File: config.mk
export PLATFORM = sky130hd
export DESIGN_NAME = ram_arbiter
export DESIGN_NICKNAME = d
export VERILOG_FILES = /design/src/rtl/ram_arbiter.sv
export SDC_FILE = /design/constraint.sdc
export NUM_CORES = 1
export LEC_CHECK = 0
export BUFFER_PORTS_ARGS = -buffer_cell sky130_fd_sc_hd__buf_4
export CAP_MARGIN = 5
export CORE_AREA = 2 2 125 127
export CTS_BUF_LIST = sky130_fd_sc_hd__clkbuf_8 sky130_fd_sc_hd__clkbuf_16
export DETAILED_ROUTE_END_ITERATION = 16
export DIE_AREA = 0 0 127 129
export PLACE_DENSITY = 0.73
export REMOVE_ABC_BUFFERS = 1
export SETUP_SLACK_MARGIN = 0.05
export SLEW_MARGIN = 5
export SYNTH_ARGS = -nofsm -noshare
export SYNTH_HDL_FRONTEND = slang
export SYNTH_SLANG_ARGS = --single-unit
File: constraint.sdc
create_clock -name clk -period 2.2 [get_ports clk]
set_input_delay 0.22 -clock clk [delete_from_list [all_inputs] [get_ports clk]]
set_output_delay 0.22 -clock clk [all_outputs]
set_load 0.02 [all_outputs]
File: src/rtl/ram_arbiter.sv
// ram_arbiter: shares one change-detect ram between P0 (instruction fetch) and P1 (data load/store).
// Registered ram drive, one outstanding transaction, one-cycle ack with read data or timeout error.
module ram_arbiter #(
    parameter int DW      = 32,
    parameter int AW      = 32,
    parameter int PRIO    = 0,
    parameter int TIMEOUT = 15
) (
    input  logic          clk,
    input  logic          rst,
    input  logic          p0_req,
    input  logic          p0_wr,
    input  logic [AW-1:0] p0_addr,
    input  logic [DW-1:0] p0_wdata,
    output logic          p0_ack,
    output logic          p0_err,
    output logic [DW-1:0] p0_rdata,
    input  logic          p1_req,
    input  logic          p1_wr,
    input  logic [AW-1:0] p1_addr,
    input  logic [DW-1:0] p1_wdata,
    output logic          p1_ack,
    output logic          p1_err,
    output logic [DW-1:0] p1_rdata,
    output logic [DW-1:0] mem_data,
    output logic [AW-1:0] mem_addr,
    output logic          mem_wr,
    input  logic          mem_response,
    input  logic [DW-1:0] mem_out,
    output logic          busy
);
    localparam int CW = $clog2(TIMEOUT);

    typedef enum logic [1:0] {IDLE, SETTLE, WAIT} state_t;

    state_t           state_q, state_d;
    logic             grant_q, grant_d;
    logic [CW-1:0]    cnt_q, cnt_d;
    logic [DW-1:0]    mem_data_q, mem_data_d;
    logic [AW-1:0]    mem_addr_q, mem_addr_d;
    logic             mem_wr_q, mem_wr_d;
    logic [1:0]       ack_q, ack_d, err_q, err_d;
    logic [1:0][DW-1:0] rdata_q, rdata_d;
    logic [1:0]       elig;
    logic             pick;

    // a port still holding req during its own ack cycle is not a new request
    assign elig = {p1_req, p0_req} & ~ack_q;
    assign pick = &elig ? ((PRIO == 1) ? 1'b0 : ~grant_q) : elig[1];

    always_comb begin
        state_d    = state_q;
        grant_d    = grant_q;
        cnt_d      = cnt_q;
        mem_data_d = mem_data_q;
        mem_addr_d = mem_addr_q;
        mem_wr_d   = mem_wr_q;
        ack_d      = '0;
        err_d      = '0;
        rdata_d    = rdata_q;
        case (state_q)
            IDLE: if (|elig) begin
                grant_d    = pick;
                cnt_d      = '0;
                mem_wr_d   = pick ? p1_wr : p0_wr;
                mem_addr_d = pick ? p1_addr : p0_addr;
                mem_data_d = pick ? p1_wdata : p0_wdata;
                state_d    = SETTLE;
            end
            SETTLE: state_d = WAIT;
            WAIT: begin
                cnt_d = cnt_q + CW'(1);
                if (mem_response) begin
                    ack_d[grant_q] = 1'b1;
                    rdata_d[grant_q] = mem_wr_q ? rdata_q[grant_q] : mem_out;
                    state_d = IDLE;
                end else if (cnt_q == CW'(TIMEOUT - 1)) begin
                    ack_d[grant_q] = 1'b1;
                    err_d[grant_q] = 1'b1;
                    rdata_d[grant_q] = '0;
                    state_d = IDLE;
                end
            end
            default: state_d = IDLE;
        endcase
    end

    always_ff @(posedge clk) begin
        if (rst) begin
            state_q    <= IDLE;
            grant_q    <= 1'b1;
            cnt_q      <= '0;
            mem_data_q <= '0;
            mem_addr_q <= '0;
            mem_wr_q   <= 1'b0;
            ack_q      <= '0;
            err_q      <= '0;
            rdata_q    <= '0;
        end else begin
            state_q    <= state_d;
            grant_q    <= grant_d;
            cnt_q      <= cnt_d;
            mem_data_q <= mem_data_d;
            mem_addr_q <= mem_addr_d;
            mem_wr_q   <= mem_wr_d;
            ack_q      <= ack_d;
            err_q      <= err_d;
            rdata_q    <= rdata_d;
        end
    end

    assign mem_data = mem_data_q;
    assign mem_addr = mem_addr_q;
    assign mem_wr   = mem_wr_q;
    assign p0_ack   = ack_q[0];
    assign p1_ack   = ack_q[1];
    assign p0_err   = err_q[0];
    assign p1_err   = err_q[1];
    assign p0_rdata = rdata_q[0];
    assign p1_rdata = rdata_q[1];
    assign busy     = state_q != IDLE;
endmodule

==> run summary, run 1 <==
========================================================================================
Clock insertion delay at the later pin of the skew report                         420 ps
HPWL Detailed                                                                    13.6 mm
Setup repair after global routing missed its margin                                   no
Maximum number of pins on one net before global-route repair                          99
Post-Route WL                                                                    19.3 mm
Final-layout setup total negative slack                                             0 ps
Delay of the slowest critical-path stage                                          510 ps
Total of cells resized after clock tree synthesis                                      0
Synth unique cells                                                                    34
Worst Skew                                                                       13.7 ps
Number of search-and-repair iterations in the first detailed-routing pass              5
Top Metal Used                                                                      met4
Post-CTS setup buffer count                                                            0
Port Buffers                                                                         300
WP data arrival                                                                  2080 ps
Number of buffers added to fix hold violations after cts                               0
Routed wire length per instance                                                  16.8 um
Switching power                                                                0.00216 W
Path type of the worst min-delay path                                          in -> reg
Number of placement rows                                                              45
Total of flip-flops plus latches after synthesis                                     140
Final hold violation count                                                             0
Share of post-route cells with drive strength above 1                              39.4%
CTS tree                                                                            done
Routed met1 length                                                               7.96 mm
Mapped cell area                                                             0.00587 mm2
Amount of wire on met2 after detailed routing                                    9.06 mm
Static leakage                                                                   3.95 nW
Final antenna diode count                                                              0
Critical Path RT                                                                 2530 ps
Top achievable clock speed                                                       571 MHz
Residual overflow from global routing                                                  0
Die area                                                                      0.0164 mm2
Number of buffers inserted during clock tree synthesis                                17
Via count of the first global-routing pass                                          5632
Crit path launch type                                                               flop
Crit path max-delay family                                                  compound AO/OA/AOI/OAI gates
Transition time at the pin with the least slew margin                             688 ps
Sequential fraction of design power                                                38.2%
Clock sinks                                                                          140
Net count reported at finish                                                        1111
Violation count after the first detailed-route iteration                             252
Residual DRC                                                                           0
Share of the cycle needed by the critical path after routing                       79.6%
Share of total power in the clock network                                          39.3%
Design internal power                                                          0.00523 W
Top flip-flop cell by instance count after synthesis                             dfxtp_1
Signed area change from the synthesized netlist to the final layout                51.3%
Top area cells in the synthesized netlist                                   dfxtp_1 48%, a21oi_1 12%, o2bb2ai_1 9.6%, a211oi_1 4.9%, nand2_1 4.4%
Starting utilization of the core area                                              39.2%
Share of total power in combinational logic                                        22.4%
Die X-Extent                                                                      127 um
CTS HTree Levels                                                                       4
Async SR Flop Fraction                                                                0%
Crit end category                                                                   flop
Post-layout total power                                                        0.00739 W
Setup Viol. Count Final                                                                0
Post-synthesis cell type with the largest combined area                          dfxtp_1
EDFF count, synth                                                                      0
Maximum capacitance violations                                                         0
Final weighted congestion of routability-driven global placement                   0.823
Number of antenna violations at the first check in global routing                      0
Synthesis Warnings                                                                     0
Largest driver fanout on the critical path                                            26
Relative slew margins                                                              54.1%
Core ar.                                                                      0.0150 mm2
Sequential cell area fraction in the yosys report                                  47.8%
Mean instance size in the synthesized netlist                                   8.81 um2
CTS Root Buffer Type                                                           clkbuf_16
Maximum ir drop on the vdd rail                                                 0.459 mV
Global-route wire length before repair                                           29.4 mm
Switching share of power                                                           29.3%
Number of nets with antenna violations after routing                                   0
I/O Pins                                                                             301
Post-route minimum period                                                        1750 ps
Type of the worst setup path                                                  reg -> reg
Via Count                                                                           5956
Top-area cell type share of the netlist area                                       47.8%
Max Buffers Root-to-Sink                                                               2
Run status                                                                  finished clean
Die Y-Extent                                                                      129 um
Final Max Tran Viols                                                                   0
Slowest CP cell                                                                   a21o_2
Synth Instances                                                                      666
Overall fraction of global-route tracks in use                                     22.6%
Pwr Density                                                                   832 mW/mm2
Routed vias/inst                                                                    5.21
Chain of cells forming the critical path                                    nand2b_1, a21o_2, buf_12, a21oi_1, a211oi_1
Routed length on met3                                                            2.03 mm
Count of buffer and inverter cells on the critical path                                1
Clock-pin slew on the worst setup and hold paths                                   70 ps
========================================================================================
## registers in the layout (all words and copies together) (netlist names)
name	cells
ack_q	2
cnt_q	4
err_q	2
grant_q	1
mem_addr	32
mem_data	32
mem_wr	1
p0_rdata	32
p1_rdata	32
state_q	2
## cell type report
cell class | instances | area [um2]
repair buffers | 316 | 2470
multi-input cells | 464 | 2760
flip-flops and latches | 140 | 2800
well taps | 188 | 235
clock buffers | 17 | 425
clock inverters | 15 | 174
fillers | 1351 | 6090
inverters | 3 | 11.3
## cell usage after synthesis (2+ instances only)
cell / instances
o21ai_1: 4
a21oi_1: 141
nor4_1: 2
inv_2: 2
nand4_1: 4
buf_6: 3
o2bb2ai_1: 64
clkbuf_1: 22
a211oi_1: 38
nand3_1: 2
nand2_1: 69
buf_1: 2
buf_4: 10
a21oi_2: 6
nor2_1: 60
a211oi_2: 14
nand2b_1: 3
nor2b_1: 34
buf_2: 22
ha_1: 2
o21ai_0: 10
dfxtp_1: 140
## through the flow
step                instance area (um2)  instances  setup WS, ps  utilization [%]  hold slack (ps)
detailed placement                 8280       1111           430             55.3              471
global placement                   8280       1111           521             55.3              469
global route                       8880       1143           258             59.3             37.5
CTS                                8880       1143           421             59.3             32.3
floorplan                          5560        607         -1020                -              285
finish                             8880       1143           448             59.3             45.7
## worst paths after layout
check,startpoint,endpoint,slack (ps),depth (start not counted)
min,p0_wdata[16],mem_data[16],50,3
max,ack_q[0],mem_addr[18],450,5
max reg2reg,ack_q[0],mem_addr[18],450,5
min reg2reg,p0_rdata[4],p0_rdata[4],480,1
## cell usage in the layout, fill, tap and decap left out
| master | instances |
|---|---|
| o2bb2ai_1 | 64 |
| or2_2 | 1 |
| a21o_2 | 1 |
| nand3_1 | 2 |
| o21ai_4 | 1 |
| or2_4 | 1 |
| nor2_1 | 60 |
| bufinv_16 | 3 |
| nor4_1 | 2 |
| nand2_1 | 69 |
| inv_1 | 4 |
| nand4_1 | 4 |
| clkinv_4 | 4 |
| ha_1 | 2 |
| a21oi_2 | 6 |
| buf_4 | 308 |
| nor2b_1 | 34 |
| a211oi_1 | 38 |
| inv_6 | 2 |
| and2b_1 | 1 |
| a31oi_2 | 1 |
| a21oi_4 | 1 |
| inv_2 | 2 |
| a211oi_2 | 14 |
| o21ai_0 | 10 |
| dfxtp_1 | 139 |
| nand2b_1 | 3 |
| o21a_2 | 1 |
| a21oi_1 | 141 |
| clkinvlp_4 | 2 |
| clkbuf_16 | 17 |
| dfxtp_2 | 1 |
| xor2_1 | 1 |
| a31oi_4 | 1 |
| o21ai_1 | 3 |
| o211ai_1 | 1 |
| clkinv_2 | 1 |
| buf_12 | 8 |
| nor3_1 | 1 |
## power groups by stage
stage,clock (W),sequential (W),combinational (W)
after global placement,0,0.00287,0.00166
after floorplan,0,0.00312,0.000622
after global routing,0.00307,0.00285,0.00180
final,0.00291,0.00283,0.00166
after CTS,0.00295,0.00283,0.00167
after detailed placement,0,0.00288,0.00167
## tightest hold or removal path: stages
cell and delay [ps]:
buf_4 110, nand2_1 40, a211oi_1 50
## routing by layer
| metal | up-vias | GRT usage (%) |
|---|---|---|
| met2 | 230 | 37.0 |
| met5 | - | 0 |
| met4 | 0 | 6.66 |
| met3 | 19 | 9.60 |
| met1 | 2766 | 27.4 |
| li1 | 2941 | - |
## cells by family (layout without fill, tap and decap cells)
| logic type | count (synthesis) | count (layout) | share of synthesized area [%] |
|---|---|---|---|
| xor+xnor | 1 | 1 | 0.149 |
| fa+ha+maj | 2 | 2 | 0.426 |
| flops | 140 | 140 | 47.8 |
| simple gates | 178 | 178 | 13.5 |
| compound gates | 283 | 283 | 32.7 |
| buf+inv | 62 | 351 | 5.46 |
Power figures use the tool's default switching activity.
==> run 2, diff against run 1 <==
--- a/config.mk
+++ b/config.mk
@@ -11,7 +11,7 @@
 export CTS_BUF_LIST = sky130_fd_sc_hd__clkbuf_8 sky130_fd_sc_hd__clkbuf_16
 export DETAILED_ROUTE_END_ITERATION = 16
 export DIE_AREA = 0 0 127 129
-export PLACE_DENSITY = 0.73
+export PLACE_DENSITY = 0.75
 export REMOVE_ABC_BUFFERS = 1
 export SETUP_SLACK_MARGIN = 0.05
 export SLEW_MARGIN = 5
==> constraint.sdc (replaced) <==
create_clock -name clk -period 1.5 [get_ports clk]
set_input_delay 0.15 -clock clk [delete_from_list [all_inputs] [get_ports clk]]
set_output_delay 0.15 -clock clk [all_outputs]
set_load 0.02 [all_outputs]
==> run summary, run 2 (synthesis results as in run 1) <==
========================================================================================
Run status                                                                  finished with violations
Failing checks                                                              negative setup slack
CTS tree                                                                            done
Crit path launch type                                                               flop
Die Y-Extent                                                                      129 um
Post-route minimum period                                                        1540 ps
Most frequent cells in the layout                                           325 x buf_4, 134 x dfxtp_1, 121 x a21oi_1
Final Max Tran Viols                                                                   0
Die area                                                                      0.0164 mm2
Starting utilization of the core area                                              39.2%
Maximum capacitance violations                                                         0
Via count of the first global-routing pass                                          6583
CTS HTree Levels                                                                       4
Leading cell type in the layout, fill and taps excluded                            buf_4
GR Layer Usage met2                                                                45.0%
Number of antenna violations at the first check in global routing                      0
Met3 layer usage reported by global route                                          8.07%
Delay of the slowest critical-path stage                                          330 ps
Max Buffers Root-to-Sink                                                               2
Residual overflow from global routing                                                  0
Path type of the worst min-delay path                                          in -> reg
Count of buffer and inverter cells on the critical path                                4
CTS Root Buffer Type                                                           clkbuf_16
Final weighted congestion of routability-driven global placement                   0.871
Static leakage                                                                   4.68 nW
Share of post-route cells with drive strength above 1                              49.6%
Clock-pin slew on the worst setup and hold paths                                   60 ps
Final setup margin                                                              -36.5 ps
Residual DRC                                                                           0
Worst hold margin                                                                14.7 ps
Clock insertion delay at the later pin of the skew report                         420 ps
Via Count                                                                           6941
Number of placement rows                                                              45
Signed area change from the synthesized netlist to the final layout                83.2%
Setup repair after global routing missed its margin                                  yes
Layer with the highest usage after global routing                                   met2
Final antenna diode count                                                              0
Transition time at the pin with the least slew margin                             491 ps
Routed wire length per instance                                                  20.3 um
Relative slew margins                                                              67.3%
Crit path max-delay family                                                  buffers and inverters
Met1 layer usage reported by global route                                          30.0%
Number of nets with antenna violations after routing                                   0
Largest driver fanout on the critical path                                             8
Violation count after the first detailed-route iteration                             418
Routed vias/inst                                                                    5.55
Post-Route WL                                                                    25.4 mm
Pwr Density                                                                  1100 mW/mm2
Number of search-and-repair iterations in the first detailed-routing pass              4
Worst Skew                                                                       6.56 ps
Chain of cells forming the critical path                                    inv_2, ha_4, a31oi_4, nor2_4, buf_6, a21oi_4, buf_12, clkbuf_16, o2bb2ai_2
Clock sinks                                                                          140
Maximum number of pins on one net before global-route repair                          59
Type of the worst setup path                                                  reg -> reg
Share of the cycle needed by the critical path after routing                        102%
Core ar.                                                                      0.0150 mm2
I/O Pins                                                                             301
Maximum ir drop on the vdd rail                                                 0.735 mV
Setup Viol. Count Final                                                               16
Top achievable clock speed                                                       651 MHz
HPWL Detailed                                                                    14.0 mm
Global-route wire length before repair                                           33.6 mm
Final hold violation count                                                             0
Port Buffers                                                                         300
WP data arrival                                                                  1890 ps
Worst slack after detailed placement                                             -138 ps
Number of buffers inserted during clock tree synthesis                                17
Crit end category                                                                   flop
Final cell utilization of the core                                                 71.8%
Die X-Extent                                                                      127 um
Slowest CP cell                                                                  dfxtp_2
Overall fraction of global-route tracks in use                                     26.1%
Critical Path RT                                                                 1850 ps
Net count reported at finish                                                        1219
========================================================================================
[run 2: changes by cell type in the layout (fill, tap and decap cells not counted), moves of 10 or more]
cell	change
o2bb2ai_1	-54
a21oi_2	+18
a211oi_1	-10
dlygate4sd3_1	+63
o2bb2ai_2	+51
a21oi_1	-20
buf_4	+17
a211oi_2	+10
buf_6	+11
[run 2: path summary, 6_finish.rpt]
kind,depth (start not counted),to,slack [ps],from
setup / recovery,9,p0_rdata[22],-40,cnt_q[0]
hold reg to reg,1,p1_rdata[0],490,p1_rdata[0]
setup reg to reg,9,p0_rdata[22],-40,cnt_q[0]
hold / removal,3,mem_addr[12],10,p1_addr[12]
[run 2: through the flow]
stage,TNS [ps],instance area (um2),power [W],cells
2_1_floorplan,-174780,5560,0.00548,607
3_3_place_gp,-49.8,8430,0.00671,1131
3_5_place_dp,-5450,8430,0.00674,1131
4_1_cts,0,9920,0.0114,1234
5_1_grt,-1140,10800,0.0122,1251
6_report,-277,10800,0.0118,1251
[run 2: cell type report]
type / count / area, um2
fillers: 1044 / 4220
repair buffers: 423 / 3710
multi-input cells: 465 / 3380
flip-flops and latches: 140 / 2810
clock buffers: 17 / 425
well taps: 188 / 235
clock inverters: 15 / 186
inverters: 3 / 11.3
[run 2: metal layers]
| layer | vias to the layer above | routed length [um] |
|---|---|---|
| met5 | - | 0 |
| met4 | 0 | 1110 |
| met3 | 82 | 2190 |
| met2 | 364 | 13000 |
| met1 | 3316 | 9170 |
| li1 | 3179 | - |
[run 2: what timing repair did]
item                       CTS  global route
hold endpoints to repair    62             2
hold buffers                61             2
setup endpoints to repair  132           106
resized for setup           28           116
gates cloned                 4            11
buffers inserted             7             5
pin swaps                    4            15
[run 2: power by group]
group	switching (W)	internal, W	total [W]
Clock	0.00179	0.00265	0.00444
Combinational	0.00173	0.00149	0.00322
Sequential	0.000189	0.00399	0.00418
Total	0.00371	0.00813	0.0118
[run 2: worst register-to-register path, stage by stage, from the launching register on]
cell       delay [ps]
dfxtp_2           330
inv_2              50
ha_4              160
a31oi_4           160
nor2_4             70
buf_6             120
a21oi_4           140
buf_12            150
clkbuf_16         170
o2bb2ai_2         110
==> run 3, diff against run 2 <==
--- a/config.mk
+++ b/config.mk
@@ -12,7 +12,6 @@
 export DETAILED_ROUTE_END_ITERATION = 16
 export DIE_AREA = 0 0 127 129
 export PLACE_DENSITY = 0.75
-export REMOVE_ABC_BUFFERS = 1
 export SETUP_SLACK_MARGIN = 0.05
 export SLEW_MARGIN = 5
 export SYNTH_ARGS = -nofsm -noshare
==> run summary, run 3 (synthesis results as in run 1) <==
========================================================================================
Largest driver fanout on the critical path                                            12
Core ar.                                                                      0.0150 mm2
Count of placed standard cells including taps                                       1121
Via Count                                                                           6490
CTS HTree Levels                                                                       4
Residual overflow from global routing                                                  0
Clock insertion delay at the later pin of the skew report                         410 ps
Share of total power in the clock network                                          37.9%
Violation count after the first detailed-route iteration                             398
Chain of cells forming the critical path                                    or2_4, a21oi_4, buf_4, buf_6, o21ai_0, a21oi_1
Routed length on met3                                                            1.30 mm
Final antenna diode count                                                              0
Share of the cycle needed by the critical path after routing                        100%
I/O Pins                                                                             301
Most frequent cells in the layout                                           318 x buf_4, 138 x dfxtp_1, 128 x a21oi_1
Routed wire length per instance                                                  17.7 um
Setup repair after global routing missed its margin                                  yes
Routed vias/inst                                                                    5.31
Die Y-Extent                                                                      129 um
Die X-Extent                                                                      127 um
Die area                                                                      0.0164 mm2
Switching power                                                                0.00331 W
Final Max Tran Viols                                                                   0
Crit path launch type                                                               flop
Amount of wire on met2 after detailed routing                                    10.7 mm
Clock-pin slew on the worst setup and hold paths                                   60 ps
Number of antenna violations at the first check in global routing                      0
Share of post-route cells with drive strength above 1                              41.4%
Crit end category                                                                   flop
Instance count along the most critical hold path                                       3
Post-layout total power                                                         0.0113 W
Path type of the worst min-delay path                                          in -> reg
Worst Skew                                                                       8.50 ps
Net count reported at finish                                                        1191
CTS tree                                                                            done
Residual DRC                                                                           0
Routed met1 length                                                               8.84 mm
Maximum ir drop on the vdd rail                                                 0.881 mV
Top Metal Used                                                                      met4
Run status                                                                  finished clean
Signed area change from the synthesized netlist to the final layout                70.3%
Maximum number of pins on one net before global-route repair                          70
Port Buffers                                                                         300
Static leakage                                                                   4.41 nW
Via count of the first global-routing pass                                          5971
Count of non-filler cells in the finished layout                                    1223
Setup Viol. Count Final                                                                0
Critical register-to-register path startpoint                                 state_q[1]
Critical Path RT                                                                 1830 ps
Post-Route WL                                                                    21.6 mm
Critical hold path startpoint                                               p0_wdata[21]
Share of total power in combinational logic                                        25.4%
Internal reg-to-reg setup slack                                                   0.1 ps
Design internal power                                                          0.00803 W
Maximum capacitance violations                                                         0
Clock sinks                                                                          140
Number of buffers inserted during clock tree synthesis                                17
Leading cell type in the layout, fill and taps excluded                            buf_4
Top achievable clock speed                                                       667 MHz
Max Buffers Root-to-Sink                                                               2
Sequential fraction of design power                                                36.7%
Number of placement rows                                                              45
Transition time at the pin with the least slew margin                             502 ps
Synthesized net count                                                                835
WP data arrival                                                                  1830 ps
Delay of the slowest critical-path stage                                          330 ps
CTS Root Buffer Type                                                           clkbuf_16
Final hold violation count                                                             0
Overall fraction of global-route tracks in use                                     23.2%
Global-route wire length before repair                                           30.3 mm
Endpoint of the worst hold path                                             mem_data[21]
Number of search-and-repair iterations in the first detailed-routing pass              4
Post-route minimum period                                                        1500 ps
Depth of the worst register-to-register path                                           6
Starting utilization of the core area                                              39.2%
Final weighted congestion of routability-driven global placement                   0.844
Type of the worst setup path                                                  reg -> reg
Critical register-to-register path endpoint                                  mem_addr[6]
Slowest CP cell                                                                  dfxtp_1
Pwr Density                                                                  1130 mW/mm2
Number of nets with antenna violations after routing                                   0
Relative slew margins                                                              66.5%
Switching share of power                                                           29.2%
HPWL Detailed                                                                    13.2 mm
========================================================================================
run 3: routing by layer:
metal / up-vias / GRT usage (%)
met5: - / 0
met4: 0 / 10.5
met3: 52 / 6.78
met2: 265 / 39.0
met1: 3078 / 27.7
li1: 3095 / -
run 3: timing repair:
item / CTS / global route
endpoints found under the hold margin: 54 / 0
pin swaps: 0 / 0
gates cloned: 0 / 10
hold buffers: 54 / 0
setup endpoints to repair: 2 / 119
resized for setup: 0 / 34
setup buffers: 0 / 6
run 3: final cells by class:
type / instances / area, um2
fillers: 1175 / 4980
repair buffers: 396 / 3400
multi-input cells: 464 / 2940
flip-flops and latches: 140 / 2810
clock buffers: 19 / 453
well taps: 188 / 235
clock inverters: 13 / 150
inverters: 3 / 13.8
run 3: critical path, delay by kind of cell, from the launching register on:
kind / cells / cell delay, ps
flip-flops: 1 / 330
AO/OA/AOI/OAI: 3 / 450
buffers and inverters: 2 / 350
AND/OR/NAND/NOR: 1 / 280
run 3: how the worst max path moves through the flow:
stage	from	end	slack, ps	depth (start not counted)
after CTS	state_q[1]	mem_data[24]	40	5
after global placement	state_q[1]	mem_addr[17]	70	5
after detailed placement	state_q[1]	mem_addr[17]	50	5
after global routing	ack_q[1]	mem_addr[27]	-30	5
after floorplan	state_q[1]	cnt_q[1]	50	7
final	state_q[1]	mem_addr[6]	0.1	6
run 3: power by group through the flow:
stage,sequential [W],clock (W),combinational (W)
finish,0.00416,0.00430,0.00288
global route,0.00418,0.00455,0.00308
CTS,0.00415,0.00436,0.00259
detailed placement,0.00422,0,0.00247
global placement,0.00422,0,0.00244
floorplan,0.00452,0,0.00111
run 3: metrics by stage:
step | setup TNS [ps] | instance area (um2) | setup slack, ps | utilization [%] | hold WS, ps
4_1_cts | 0 | 9570 | 43.7 | 63.9 | 0.0525
5_1_grt | -62.0 | 9990 | -28.2 | 66.7 | 10.5
3_5_place_dp | 0 | 8420 | 51.4 | 56.2 | 408
2_1_floorplan | 0 | 5920 | 51.0 | - | 284
6_report | 0 | 9990 | 0.148 | 66.7 | 8.92
3_3_place_gp | 0 | 8420 | 65.6 | 56.2 | 400
